## src/rtl/systolic_tile_ctrl_pkg.sv

```systemverilog
`default_nettype none
// ============================================================================
// Module      : systolic_tile_ctrl_pkg
// Description : Shared types for the systolic tile sequencer: the per-PE
//               input mux select, the controller state encoding and a small
//               helper that says when a new tile may be accepted.
// Revision    : 1.0 - initial release
// ============================================================================
package systolic_tile_ctrl_pkg;

  // Per-PE input mux select driven into the grid.
  typedef enum logic [1:0] {
    MUX_IDLE    = 2'd0,
    PASSTHROUGH = 2'd1,
    LOAD        = 2'd2,
    PROCESS     = 2'd3
  } input_mux_t;

  // Sequencer states.
  typedef enum logic [1:0] {
    S_IDLE = 2'd0,
    S_LOAD = 2'd1,
    S_PROC = 2'd2,
    S_DONE = 2'd3
  } ctrl_state_t;

  // A tile request is only considered while the grid is not in use.
  function automatic logic can_accept(ctrl_state_t s);
    return (s == S_IDLE) || (s == S_DONE);
  endfunction

endpackage
`default_nettype wire

```

## src/rtl/systolic_tile_ctrl_if.sv

```systemverilog
`default_nettype none
// ============================================================================
// Module      : systolic_tile_ctrl_if
// Description : Command / PE-grid bundle of the systolic tile sequencer.
//               Command side : start_i, len_i, reuse_i, abort_i
//               Status       : busy_o, done_o
//               Grid side    : in_valid_o (per row), mux_o (per PE),
//                              add_zero_o (per PE), acc_valid_o (per column)
//               master = command path / driver, slave = sequencer.
// Revision    : 1.0 - initial release
// ============================================================================
interface systolic_tile_ctrl_if
  import systolic_tile_ctrl_pkg::*;
#(
  parameter int ROWS  = 4,
  parameter int COLS  = 4,
  parameter int LEN_W = 8
);

  logic                       start_i;
  logic [LEN_W-1:0]           len_i;
  logic                       reuse_i;
  logic                       abort_i;

  logic                       busy_o;
  logic                       done_o;
  logic [ROWS-1:0]            in_valid_o;
  input_mux_t                 mux_o [ROWS][COLS];
  logic [ROWS-1:0][COLS-1:0]  add_zero_o;
  logic [COLS-1:0]            acc_valid_o;

  modport master (
    output start_i, len_i, reuse_i, abort_i,
    input  busy_o, done_o, in_valid_o, mux_o, add_zero_o, acc_valid_o
  );

  modport slave (
    input  start_i, len_i, reuse_i, abort_i,
    output busy_o, done_o, in_valid_o, mux_o, add_zero_o, acc_valid_o
  );

endinterface
`default_nettype wire

```

## src/rtl/systolic_tile_ctrl_tile_window.sv

```systemverilog
`default_nettype none
// ============================================================================
// Module      : systolic_tile_ctrl_tile_window
// Description : Half-open window detector: hit_o = lo_i <= cnt_i < lo_i+len_i.
//               Ports: cnt_i (current cycle), lo_i (window start),
//               len_i (window length), hit_o (inside window).
//               CNT_W must be wide enough that lo_i+len_i never wraps.
// Revision    : 1.0 - initial release
// ============================================================================
module systolic_tile_ctrl_tile_window #(
  parameter int CNT_W = 9
) (
  input  wire [CNT_W-1:0] cnt_i,
  input  wire [CNT_W-1:0] lo_i,
  input  wire [CNT_W-1:0] len_i,
  output logic            hit_o
);

  logic [CNT_W-1:0] w_hi;

  assign w_hi  = lo_i + len_i;
  assign hit_o = (cnt_i >= lo_i) && (cnt_i < w_hi);

endmodule
`default_nettype wire

```

## src/rtl/systolic_tile_ctrl.sv

```systemverilog
`default_nettype none
// ============================================================================
// Module      : systolic_tile_ctrl
// Description : Sequencer for a ROWS x COLS weight-stationary systolic array.
//               Per tile: shift in stationary weights (S_LOAD, skippable on
//               reuse), stream len skewed input vectors while flagging the
//               column accumulators (S_PROC), then pulse done (S_DONE).
//               Ports: clk_i, rst_i (async, active high) and the slave side
//               of systolic_tile_ctrl_if (command, status and grid controls).
//               All grid/status outputs are decoded from state and counter.
// Revision    : 1.0 - initial release
// ============================================================================
module systolic_tile_ctrl
  import systolic_tile_ctrl_pkg::*;
#(
  parameter int ROWS  = 4,
  parameter int COLS  = 4,
  parameter int LEN_W = 8
) (
  input  wire                 clk_i,
  input  wire                 rst_i,
  systolic_tile_ctrl_if.slave bus
);

  // Sized so the longest process phase (len + ROWS + COLS - 1) and every
  // window upper bound fit without wrapping.
  localparam int CNT_W = $clog2(2**LEN_W + ROWS + COLS);

  ctrl_state_t       state_q, state_d;
  logic [CNT_W-1:0]  cnt_q,   cnt_d;
  logic [LEN_W-1:0]  len_q,   len_d;
  logic              wts_ok_q, wts_ok_d;

  logic              w_accept;
  logic [CNT_W-1:0]  w_len_ext;
  logic [CNT_W-1:0]  w_proc_last;
  logic [ROWS-1:0]   w_row_hit;
  logic [COLS-1:0]   w_col_hit;
  input_mux_t        w_mux;

  assign w_len_ext   = CNT_W'(len_q);
  // Last process cycle index: P-1 = len + ROWS + COLS - 2.
  assign w_proc_last = w_len_ext + CNT_W'(ROWS + COLS - 2);

  // Abort takes priority over a simultaneous start; zero-length tiles are dropped.
  assign w_accept = bus.start_i && !bus.abort_i && (bus.len_i != '0) && can_accept(state_q);

  // --------------------------------------------------------------------------
  // Skew windows: row r is fed on cycles [r, r+len-1]; column c's result
  // leaves the bottom row on cycles [ROWS+c, ROWS+c+len-1].
  // --------------------------------------------------------------------------
  generate
    for (genvar r = 0; r < ROWS; r++) begin : g_row_win
      systolic_tile_ctrl_tile_window #(.CNT_W(CNT_W)) u_win (
        .cnt_i (cnt_q),
        .lo_i  (CNT_W'(r)),
        .len_i (w_len_ext),
        .hit_o (w_row_hit[r])
      );
    end
    for (genvar c = 0; c < COLS; c++) begin : g_col_win
      systolic_tile_ctrl_tile_window #(.CNT_W(CNT_W)) u_win (
        .cnt_i (cnt_q),
        .lo_i  (CNT_W'(ROWS + c)),
        .len_i (w_len_ext),
        .hit_o (w_col_hit[c])
      );
    end
  endgenerate

  // --------------------------------------------------------------------------
  // Next-state logic. The counter restarts at zero on every state entry.
  // --------------------------------------------------------------------------
  always_comb begin
    state_d  = state_q;
    cnt_d    = cnt_q + CNT_W'(1);
    len_d    = len_q;
    wts_ok_d = wts_ok_q;

    case (state_q)
      S_IDLE: begin
        cnt_d = '0;
        if (w_accept) begin
          len_d   = bus.len_i;
          state_d = (bus.reuse_i && wts_ok_q) ? S_PROC : S_LOAD;
        end
      end
      S_LOAD: begin
        if (cnt_q == CNT_W'(ROWS - 1)) begin
          state_d  = S_PROC;
          cnt_d    = '0;
          wts_ok_d = 1'b1;
        end
      end
      S_PROC: begin
        if (cnt_q == w_proc_last) begin
          state_d = S_DONE;
          cnt_d   = '0;
        end
      end
      S_DONE: begin
        cnt_d   = '0;
        state_d = S_IDLE;
        // Back-to-back tile: go straight on with no idle gap.
        if (w_accept) begin
          len_d   = bus.len_i;
          state_d = (bus.reuse_i && wts_ok_q) ? S_PROC : S_LOAD;
        end
      end
      default: begin
        state_d = S_IDLE;
        cnt_d   = '0;
      end
    endcase

    // Abort drops the tile and invalidates whatever weights are in the grid.
    if (bus.abort_i) begin
      state_d  = S_IDLE;
      cnt_d    = '0;
      wts_ok_d = 1'b0;
    end
  end

  always_ff @(posedge clk_i or posedge rst_i) begin
    if (rst_i) begin
      state_q  <= S_IDLE;
      cnt_q    <= '0;
      len_q    <= '0;
      wts_ok_q <= 1'b0;
    end else begin
      state_q  <= state_d;
      cnt_q    <= cnt_d;
      len_q    <= len_d;
      wts_ok_q <= wts_ok_d;
    end
  end

  // --------------------------------------------------------------------------
  // Moore output decode.
  // --------------------------------------------------------------------------
  always_comb begin
    w_mux            = MUX_IDLE;
    bus.busy_o       = (state_q == S_LOAD) || (state_q == S_PROC);
    bus.done_o       = (state_q == S_DONE);
    bus.in_valid_o   = '0;
    bus.acc_valid_o  = '0;
    bus.add_zero_o   = '0;

    case (state_q)
      S_LOAD: begin
        // Weights ripple down for ROWS-1 cycles, then every PE captures.
        w_mux = (cnt_q == CNT_W'(ROWS - 1)) ? LOAD : PASSTHROUGH;
      end
      S_PROC: begin
        w_mux             = PROCESS;
        // Top row has no north neighbour, so it starts its partial sum at 0.
        bus.add_zero_o[0] = '1;
        bus.in_valid_o    = w_row_hit;
        bus.acc_valid_o   = w_col_hit;
      end
      default: begin
        w_mux = MUX_IDLE;
      end
    endcase

    for (int r = 0; r < ROWS; r++) begin
      for (int c = 0; c < COLS; c++) begin
        bus.mux_o[r][c] = w_mux;
      end
    end
  end

endmodule
`default_nettype wire

```

## src/flat_wrapper.sv

```systemverilog
// flat-port wrapper written by rule: the top's interface ports become plain ports
module systolic_tile_ctrl_flat import systolic_tile_ctrl_pkg::*;
#(
  parameter int ROWS  = 4,
  parameter int COLS  = 4,
  parameter int LEN_W = 8
)
  (clk_i, rst_i, bus_start_i, bus_len_i, bus_reuse_i, bus_abort_i, bus_busy_o, bus_done_o, bus_in_valid_o, bus_mux_o, bus_add_zero_o, bus_acc_valid_o);
  systolic_tile_ctrl_if #(.ROWS(ROWS), .COLS(COLS), .LEN_W(LEN_W)) bus_i ();
  input  wire clk_i;
  input  wire rst_i;
  input wire logic [$bits(bus_i.start_i)-1:0] bus_start_i;
  input wire logic [$bits(bus_i.len_i)-1:0] bus_len_i;
  input wire logic [$bits(bus_i.reuse_i)-1:0] bus_reuse_i;
  input wire logic [$bits(bus_i.abort_i)-1:0] bus_abort_i;
  output wire logic [$bits(bus_i.busy_o)-1:0] bus_busy_o;
  output wire logic [$bits(bus_i.done_o)-1:0] bus_done_o;
  output wire logic [$bits(bus_i.in_valid_o)-1:0] bus_in_valid_o;
  output wire logic [$bits(bus_i.mux_o)-1:0] bus_mux_o;
  output wire logic [$bits(bus_i.add_zero_o)-1:0] bus_add_zero_o;
  output wire logic [$bits(bus_i.acc_valid_o)-1:0] bus_acc_valid_o;
  assign bus_i.start_i = bus_start_i;
  assign bus_i.len_i = bus_len_i;
  assign bus_i.reuse_i = bus_reuse_i;
  assign bus_i.abort_i = bus_abort_i;
  assign bus_busy_o = bus_i.busy_o;
  assign bus_done_o = bus_i.done_o;
  assign bus_in_valid_o = bus_i.in_valid_o;
  assign bus_mux_o = {>>{bus_i.mux_o}};
  assign bus_add_zero_o = bus_i.add_zero_o;
  assign bus_acc_valid_o = bus_i.acc_valid_o;
  systolic_tile_ctrl #(.ROWS(ROWS), .COLS(COLS), .LEN_W(LEN_W)) u_core (.clk_i(clk_i), .rst_i(rst_i), .bus(bus_i));
endmodule
```

## config.mk

```make
export PLATFORM = sky130hd
export DESIGN_NAME = systolic_tile_ctrl_flat
export DESIGN_NICKNAME = d
export VERILOG_FILES = /design/src/rtl/systolic_tile_ctrl_pkg.sv /design/src/rtl/systolic_tile_ctrl_if.sv /design/src/rtl/systolic_tile_ctrl_tile_window.sv /design/src/rtl/systolic_tile_ctrl.sv /design/src/flat_wrapper.sv
export SDC_FILE = /design/constraint.sdc
export NUM_CORES = 1
export LEC_CHECK = 0
export CORE_ASPECT_RATIO = 1.5
export CORE_MARGIN = 1.5
export CORE_UTILIZATION = 40
export CTS_CLUSTER_DIAMETER = 40
export DETAILED_ROUTE_END_ITERATION = 10
export SYNTH_ARGS = -nofsm -noshare
export SYNTH_HDL_FRONTEND = slang
export SYNTH_SLANG_ARGS = --single-unit
```

## constraint.sdc

```tcl
create_clock -name clk_i -period 9.45 [get_ports clk_i]
set_input_delay 2.835 -clock clk_i [delete_from_list [all_inputs] [get_ports clk_i]]
set_output_delay 2.835 -clock clk_i [all_outputs]
set_load 0.01 [all_outputs]
```

==> impl_metrics.tcl <==
set metrics [dict create \
    synthesis.area_sq_um 3433 \
    num_antenna_cells 0 \
    pin_count 71 \
    arrival_ps 3530 \
    cts_tree "built" \
    slew_viol_final 0 \
    cts.sinks 20 \
    clk_latency_ps 260 \
    synth_cells 413 \
    slew_headroom 0.2815 \
    drive_above_1_share 0.02540 \
    cts_hold_buf 0 \
    nFillCells 814 \
    dr.pass1.iters 4 \
    power_density_nw_per_um2 257.6 \
    postCtsSetupBuffers 0 \
    die_height_microns 116.5 \
    mostFrequentLayoutCells "ha_1 (78), clkdlybuf4s50_1 (58), nor2_1 (42)" \
    design_area_sq_um 3933 \
    nNetsFinal 525 \
    fin_crit_sh 0.6731 \
    setup_viol 0 \
    post-place-ws_ps 3408 \
    cp_data_required_time_ps 6620 \
    maxCapViolations 0 \
    rsz0062_at_grt "no" \
    ir_drop_mv 0.1327 \
    fmax_mhz 157.2 \
    ant_nets 0 \
    crit_start "u_core.len_q[3]$_DFFE_PP0P_" \
    synthArstFlopShare 1.000 \
    wl_per_cell_microns 17.12 \
    syn2layout_area_growth_pct 14.54 \
    yosysWarnings 0 \
    timing.rr.start "u_core.len_q[2]$_DFFE_PP0P_" \
    io_buffers 58 \
    hold_viol 0 \
    cp_max_fo 9 \
    syn_avg_cell_area_sq_um 8.313 \
    htreeDepth 1 \
    hold_start "u_core.wts_ok_q$_DFFE_PP0P_" \
    num_rows 41 \
    grt_pass1_wl_microns 14590 \
    path_class "reg -> out" \
    num_vias 2910 \
    final.setup.worst_slack_ps 3089 \
    root_buffer "clkbuf_16" \
    antenna_found_initial 0 \
    start_util 0.4106 \
    yosys-top-cells-area "ha_1 (28%), dfrtp_1 (15%), buf_4 (9.8%)" \
    coreArea_sq_um 8362 \
    finClkSkew_ps 7.318 \
    gp_congestion 0.8993 \
    yosys.area.top_type "ha_1" \
    overflow 0 \
    wirelength_microns 9246 \
    place_area_sq_um 3827 \
    hp-class "reg -> reg" \
    via_per_inst 5.389 \
    first_iter_violations 191 \
    cts_made_buffers 3 \
    hpwl_microns 7206 \
    track_usage 0.2094 \
    yosys_register_bits 20 \
    grt_pass1_vias 2868 \
    clk_pin_slew_ps 70 \
    final_common_cell "ha_1" \
    dominantRegCellSynth "dfrtp_1" \
    power.leakage_uw 0.001757 \
    post_cts_resize_count 0 \
    synth_top_area_share 0.2843 \
    worstSetupStartpointType "flop" \
    grt_max_degree 21 \
    die_x_microns 78.65 \
    ys_seq_area_frac 0.1458 \
    worstSetupEndpointType "output port" \
    worst_pin_slew_ps 1070 \
    tns_ps 0 \
    status "complete, no violations" \
    drcViolationCount 0 \
    synth-edff-count 0 \
    cts_max_path_buffers 2 \
    fp.dieArea_sq_um 9159 \
    synth_cell_types 48 \
    min_period_ps 6361 \
]
[state kept, by name, indices dropped and copies added (netlist names)]
register / count
u_core.cnt_q: 9
u_core.len_q: 8
u_core.state_q: 2
u_core.wts_ok_q: 1
[synthesized netlist by cell type, drive strengths merged, types with 6 or more instances]
library cell and instances:
dfrtp 20, o21ai 15, nor2b 6, ha 78
nand4 7, a21oi 14, nand3 9, or3 7
nor2 42, nand2 23, a21o 10, inv 27
a2111oi 9, xnor2 38, clkbuf 9, buf 46
[cells by family (layout without fill, tap and decap cells)]
| family | count (synthesis) | count (layout) | synth area share |
|---|---|---|---|
| AND/OR/NAND/NOR | 108 | 108 | 0.1487 |
| buffers and inverters | 83 | 92 | 0.1403 |
| AO/OA/AOI/OAI | 80 | 80 | 0.1702 |
| adder cells (fa/ha/maj) | 78 | 78 | 0.2843 |
| XOR/XNOR | 43 | 43 | 0.1097 |
| flip-flops | 20 | 20 | 0.1458 |
| other | 1 | 12 | 0.001092 |
[power by group]
group / switching (uW) / internal (uW) / total [uW]
combinational: 380 / 339 / 718
clock: 37.1 / 84.2 / 121
sequential: 66.4 / 107 / 173
total: 483 / 530 / 1010
[worst max-delay path, stage by stage, from the launching register on]
cell             delay [ps]
dfrtp_1                 550
ha_1                    440
nand3_1                 170
nor2_1                  370
nand2_1                 110
ha_1                    290
nor2b_1                 130
a2111oi_0               460
o31a_1                  210
clkdlybuf4s50_1         530
[through the flow]
stage | hold WS (ps) | utilization | instances | total power (uW)
2_1_floorplan | 484.4 | - | 424 | 694.0
3_3_place_gp | 512.4 | 0.4577 | 536 | 877.7
3_5_place_dp | 533.0 | 0.4577 | 536 | 886.7
4_1_cts | 546.6 | 0.4703 | 540 | 1015
5_1_grt | 579.7 | 0.4703 | 540 | 1108
6_report | 542.4 | 0.4703 | 540 | 1013
[layer usage]
layer / part of all wire / global-route usage
met3: 0.048 / 0.01484
met1: 0.41 / 0.2385
met2: 0.49 / 0.3776
met5: 0 / 0
met4: 0.053 / 0.1298
[layout make-up]
type	instances	area, sq um	share of cell area
tap	107	133.9	0.03404
timing repair buffer	60	595.6	0.1514
multi-input combinational	321	2492	0.6338
clock inverter	1	30.03	0.007636
sequential	20	500.5	0.1273
clock buffer	3	75.07	0.01909
inverter	28	105.1	0.02673
[path summary, 6_finish.rpt]
path | slack [ps] | cells after the start | endpoint
max | 3090 | 9 | bus_in_valid_o[3]
min | 540 | 2 | u_core.wts_ok_q$_DFFE_PP0P_
max reg2reg | 6370 | 11 | u_core.state_q[1]$_DFFE_PP0P_
min reg2reg | 540 | 2 | u_core.wts_ok_q$_DFFE_PP0P_
max in group asynchronous | 5860 | 2 | u_core.state_q[1]$_DFFE_PP0P_
min in group asynchronous | 3060 | 2 | u_core.state_q[0]$_DFFE_PP0P_
Note: power is estimated with default switching activity, not from simulation.
